==> config.mk <==
export PLATFORM = sky130hd
export DESIGN_NAME = cv32e40p_sleep_sequencer
export DESIGN_NICKNAME = d
export VERILOG_FILES = /design/src/rtl/cv32e40p_pkg.sv /design/src/rtl/cv32e40p_sleep_sequencer.sv
export SDC_FILE = /design/constraint.sdc
export NUM_CORES = 1
export LEC_CHECK = 0
export ABC_AREA = 1
export BUFFER_PORTS_ARGS = -buffer_cell sky130_fd_sc_hd__buf_4
export CAP_MARGIN = 10
export CORE_ASPECT_RATIO = 0.5
export CORE_MARGIN = 4
export CORE_UTILIZATION = 30
export CTS_BUF_LIST = sky130_fd_sc_hd__clkbuf_8 sky130_fd_sc_hd__clkbuf_16
export CTS_CLUSTER_DIAMETER = 80
export DETAILED_ROUTE_END_ITERATION = 12
export HOLD_SLACK_MARGIN = 0.12
export PLACE_DENSITY_LB_ADDON = 0.1
export SLEW_MARGIN = 20
export SYNTH_ARGS = -nofsm -noshare
export SYNTH_HDL_FRONTEND = slang
export SYNTH_SLANG_ARGS = --single-unit
==> constraint.sdc <==
create_clock -name clk_ungated_i -period 2.45 [get_ports clk_ungated_i]
set_clock_uncertainty 0.2 [all_clocks]
set_input_delay 0.6125 -clock clk_ungated_i [delete_from_list [all_inputs] [get_ports clk_ungated_i]]
set_output_delay 0.6125 -clock clk_ungated_i [all_outputs]
set_load 0.01 [all_outputs]
==> src/rtl/cv32e40p_pkg.sv <==
// Shared types for the sleep sequencer: FSM state encoding and default counter width.
package cv32e40p_pkg;

  typedef enum logic [2:0] {
    S_OFF   = 3'd0,
    S_RUN   = 3'd1,
    S_DRAIN = 3'd2,
    S_IDLE  = 3'd3,
    S_SLEEP = 3'd4,
    S_WAKE  = 3'd5
  } sleep_state_e;

  localparam int unsigned SLEEP_CNT_W = 32;

endpackage

==> src/rtl/cv32e40p_sleep_sequencer.sv <==
// Sequences clock-gated sleep entry/exit: drain, idle hysteresis, wake settle,
// plus a saturating gated-cycle counter for power profiling.
module cv32e40p_sleep_sequencer
  import cv32e40p_pkg::*;
#(
  parameter int unsigned IDLE_CYCLES = 2,
  parameter int unsigned WAKE_CYCLES = 1,
  parameter int unsigned CNT_WIDTH   = SLEEP_CNT_W
) (
  input  logic                 clk_ungated_i,
  input  logic                 rst_n,
  input  logic                 fetch_enable_i,
  input  logic                 wfi_req_i,
  input  logic                 debug_req_i,
  input  logic                 wake_i,
  input  logic                 core_busy_i,
  input  logic                 sleep_cnt_clr_i,
  output logic                 fetch_enable_o,
  output logic                 clock_en_o,
  output logic                 core_sleep_o,
  output logic                 wfi_done_o,
  output logic [CNT_WIDTH-1:0] sleep_cnt_o
);

  localparam logic [3:0] IDLE_INIT = 4'(IDLE_CYCLES - 1);
  localparam logic [3:0] WAKE_INIT = 4'(WAKE_CYCLES);

  sleep_state_e         state_q, state_d;
  logic [3:0]           idle_cnt_q, idle_cnt_d;
  logic [3:0]           wake_cnt_q, wake_cnt_d;
  logic                 fetch_enable_q;
  logic                 wfi_done_q, wfi_done_d;
  logic [CNT_WIDTH-1:0] sleep_cnt_q;
  logic                 abort;

  assign abort = wake_i | debug_req_i;

  always_comb begin
    state_d    = state_q;
    idle_cnt_d = idle_cnt_q;
    wake_cnt_d = wake_cnt_q;
    wfi_done_d = 1'b0;
    case (state_q)
      S_OFF: begin
        if (fetch_enable_q) state_d = S_RUN;
      end
      S_RUN: begin
        if (wfi_req_i && !debug_req_i) state_d = S_DRAIN;
      end
      S_DRAIN: begin
        if (abort) begin
          state_d    = S_RUN;
          wfi_done_d = 1'b1;
        end else if (!core_busy_i) begin
          state_d    = S_IDLE;
          idle_cnt_d = IDLE_INIT;
        end
      end
      S_IDLE: begin
        // Abort beats busy beats gating, so a late wake never costs a sleep cycle.
        if (abort) begin
          state_d    = S_RUN;
          wfi_done_d = 1'b1;
        end else if (core_busy_i) begin
          state_d = S_DRAIN;
        end else if (idle_cnt_q == 4'd0) begin
          state_d = S_SLEEP;
        end else begin
          idle_cnt_d = idle_cnt_q - 4'd1;
        end
      end
      S_SLEEP: begin
        if (abort) begin
          if (WAKE_CYCLES == 0) begin
            state_d    = S_RUN;
            wfi_done_d = 1'b1;
          end else begin
            state_d    = S_WAKE;
            wake_cnt_d = WAKE_INIT;
          end
        end
      end
      S_WAKE: begin
        if (wake_cnt_q <= 4'd1) begin
          state_d    = S_RUN;
          wfi_done_d = 1'b1;
        end else begin
          wake_cnt_d = wake_cnt_q - 4'd1;
        end
      end
      default: state_d = S_OFF;
    endcase
  end

  always_ff @(posedge clk_ungated_i or negedge rst_n) begin
    if (!rst_n) begin
      state_q        <= S_OFF;
      idle_cnt_q     <= 4'd0;
      wake_cnt_q     <= 4'd0;
      fetch_enable_q <= 1'b0;
      wfi_done_q     <= 1'b0;
    end else begin
      state_q        <= state_d;
      idle_cnt_q     <= idle_cnt_d;
      wake_cnt_q     <= wake_cnt_d;
      fetch_enable_q <= fetch_enable_q | fetch_enable_i;
      wfi_done_q     <= wfi_done_d;
    end
  end

  // Wake/debug open the gate combinationally so the core clocks in the event cycle.
  assign clock_en_o     = fetch_enable_q &&
                          (((state_q != S_OFF) && (state_q != S_SLEEP)) || abort);
  assign core_sleep_o   = (state_q == S_SLEEP) && !clock_en_o;
  assign fetch_enable_o = fetch_enable_q;
  assign wfi_done_o     = wfi_done_q;

  always_ff @(posedge clk_ungated_i or negedge rst_n) begin
    if (!rst_n) begin
      sleep_cnt_q <= '0;
    end else if (sleep_cnt_clr_i) begin
      sleep_cnt_q <= '0;
    end else if (core_sleep_o && !(&sleep_cnt_q)) begin
      sleep_cnt_q <= sleep_cnt_q + CNT_WIDTH'(1);
    end
  end

  assign sleep_cnt_o = sleep_cnt_q;

  // The controller must hold its WFI request until the sequence retires.
  wfi_held_a: assert property (@(posedge clk_ungated_i) disable iff (!rst_n)
    (state_q inside {S_DRAIN, S_IDLE, S_SLEEP, S_WAKE}) |-> wfi_req_i);

endmodule

==> metrics.yaml <==
route:
  first_iter_violations: 125
  wl_per_cell_um: 12.9
  ant_nets: 0
  dr_total_vias: 2855
  routed_wl_mm: 8.19
  dr.pass1.iters: 4
  drc: 0
  viasPerCell: 4.50
layout:
  area_delta_synth_final_pct: 20.8
  drive_above_1_share_pct: 15.2
  diodes: 0
  multi_input_area_um2: 1640
  seqCellArea_um2: 1130
  nets: 512
  fillCellCount: 1088
synth:
  async_flop_share_pct: 100
  synth_ff_type: "dfrtp_1"
  yosysMostFrequentCell: "nand2_1"
  synth_top_area_share_pct: 37.3
  avgSynthCellArea_um2: 6.69
  syn_nets: 464
  synth_area_leader_cell: "dfrtp_1"
  yosys_register_bits: 45
  syn_area_um2: 3020
  synth.area.top_cells: "dfrtp_1 (37%), nand2_1 (21%), nor2_1 (7.7%)"
  ys_seq_area_share_pct: 37.3
  synth_common_cells: "nand2_1 (166), nor2_1 (62), dfrtp_1 (45), inv_1 (45), nand3_1 (36)"
  ys_types: 34
  synth_edf_count: 0
  synthCells: 451
  synth_warnings: 0
timing:
  setup_viol: 0
  finalCritPeriodShare_pct: 91.9
  worstMarginPinSlew_ns: 0.610
  drv_slew: 0
  slew_headroom_pct: 59.4
  fin_crit_ns: 2.25
  grt_setup_unrepaired: "no"
  setup-tns-final_ns: 0
  max_freq_mhz: 444
  hold_viol: 0
  fin_ws_ns: 0.200
power:
  seqPwrFrac_pct: 43.9
  combPwrFrac_pct: 23.0
  ir_drop_mv: 0.258
  switching_share_pct: 31.5
  power_switching_uw: 645
  p_int_uw: 1410
  power_leakage_uw: 0.00179
  p_per_area_nw_per_um2: 562
  p_clk_share_pct: 33.2
clocking:
  cts_tree: "done"
  numCtsBuffers: 5
  htree_levels: 2
  postCtsSetupRepairBufs: 0
  clock_latency_ns: 0.29
  cts_num_sinks: 45
  cts_buffer_depth: 2
  ctsHoldBuffers: 0
  post_cts_resized: 0
  path_clk_slew_ns: 0.06
  cts-root-buf: "clkbuf_16"
global_route:
  grt_remaining_overflow: 0
  antenna_found_initial: 0
  grt_pass1_vias: 2682
  grt_usage_pct: 15.1
  grt_pass1_wl_mm: 14.1
  grt_start_max_net_pins: 46
setup_path:
  crit_fanout: 7
  end_kind: "output pin"
  worstSetupPathType: "reg -> out"
  crit_arrival_ns: 1.44
  worstPathRequired_ns: 1.64
  cp-start-kind: "flip-flop"
floorplanning:
  die_x_um: 150
  core_um2: 9630
  fp.dieH_um: 78.9
  initial_utilization_pct: 31.3
  rows: 25
  ioPinCount: 44
  dieArea_um2: 11800
placement:
  dp_slack_ns: 0.233
  place_hpwl_mm: 5.99
  gp_congestion: 0.784
  numPortBuffers: 43
hold_path:
  hp-class: "in -> async"
job:
  cap_violations: 0
outcome:
  status: "finished clean"
## path summary, 6_finish.rpt
kind,start,endpoint,slack [ns],depth (start not counted)
setup / recovery,state_q[1],core_sleep_o,0.20,6
hold / removal,rst_n,fetch_enable_o,0.14,1
setup reg to reg,sleep_cnt_o[1],sleep_cnt_o[10],0.40,11
hold reg to reg,idle_cnt_q[1],idle_cnt_q[1],0.33,2
max in group asynchronous,rst_n,sleep_cnt_o[14],1.50,1
min in group clk_ungated_i,fetch_enable_i,fetch_enable_o,0.31,2
## power by group through the flow
stage / registers (µW) / logic, µW / clock network [µW]
after detailed placement: 908 / 482 / 0
after floorplan: 895 / 367 / 0
final: 899 / 471 / 680
after CTS: 898 / 480 / 710
after global placement: 912 / 474 / 0
after global routing: 913 / 567 / 737
## placed cells by master (no fill, tap or decap), types with 2 or more instances in the layout
| cell | Yosys | layout |
|---|---|---|
| a21oi_1 | 6 | 6 |
| buf_4 | 2 | 48 |
| clkbuf_16 | 0 | 5 |
| dfrtp_1 | 45 | 45 |
| ha_1 | 5 | 5 |
| inv_1 | 45 | 46 |
| inv_2 | 3 | 3 |
| nand2_1 | 166 | 166 |
| nand2_2 | 3 | 3 |
| nand2_4 | 2 | 2 |
| nand3_1 | 36 | 36 |
| nand4_1 | 14 | 14 |
| nor2_1 | 62 | 62 |
| nor2_2 | 4 | 4 |
| nor2_4 | 2 | 2 |
| nor3_1 | 5 | 5 |
| o21ai_0 | 14 | 14 |
| o21ai_1 | 5 | 5 |
| o31ai_1 | 3 | 3 |
| or2_2 | 3 | 3 |
| xnor2_1 | 4 | 4 |
| xor2_1 | 7 | 7 |
## metal layers
layer	vias to the layer above	share of wire [%]	global-route usage [%]	routed length, µm
met5	-	0	0	0
met4	0	0.67	3.01	55
met3	4	5.5	3.31	448
met2	56	41	22.7	3360
met1	1267	53	22.3	4330
li1	1528	-	-	-
## layout make-up
| cell class | instances | share of cell area, % |
|---|---|---|
| clock buffers | 6 | 3.81 |
| repair buffers | 49 | 10.4 |
| inverters | 49 | 5.18 |
| flip-flops and latches | 45 | 30.9 |
| well taps | 135 | 4.63 |
| multi-input cells | 349 | 45.0 |
| clock inverters | 1 | 0.103 |
## stage by stage
step / std cells / cell area, µm² / hold slack, ns / utilization [%] / power (µW)
2_1_floorplan: 451 / 3020 / 0.117 / - / 1260
3_3_place_gp: 627 / 3500 / 0.303 / 36.4 / 1390
3_5_place_dp: 627 / 3500 / 0.314 / 36.4 / 1390
4_1_cts: 634 / 3650 / 0.172 / 37.8 / 2090
5_1_grt: 634 / 3650 / 0.196 / 37.8 / 2220
6_report: 634 / 3650 / 0.136 / 37.8 / 2050
## worst max-delay path: stages (launching register included)
cell and delay [ns]:
dfrtp_1 0.46, inv_2 0.10, nand2_1 0.07, nor2_1 0.19
o21bai_2 0.12, inv_2 0.09, buf_4 0.12
## kinds of logic (layout without fill, tap and decap cells)
group           Yosys count  count (layout)  synth area share [%]
flops                    45              45                  37.3
xor+xnor                 11              11                  3.19
fa+ha+maj                 5               5                  2.07
compound gates           34              34                  6.55
buf+inv                  57             105                  8.37
simple gates            299             299                  42.5
## flip-flops by register name, summed over array words and instances, names as in the netlist
register	cells
wake_cnt_q	4
state_q	3
sleep_cnt_o	32
fetch_enable_o	1
wfi_done_o	1
idle_cnt_q	4
Note: power is estimated with default switching activity, not from simulation.
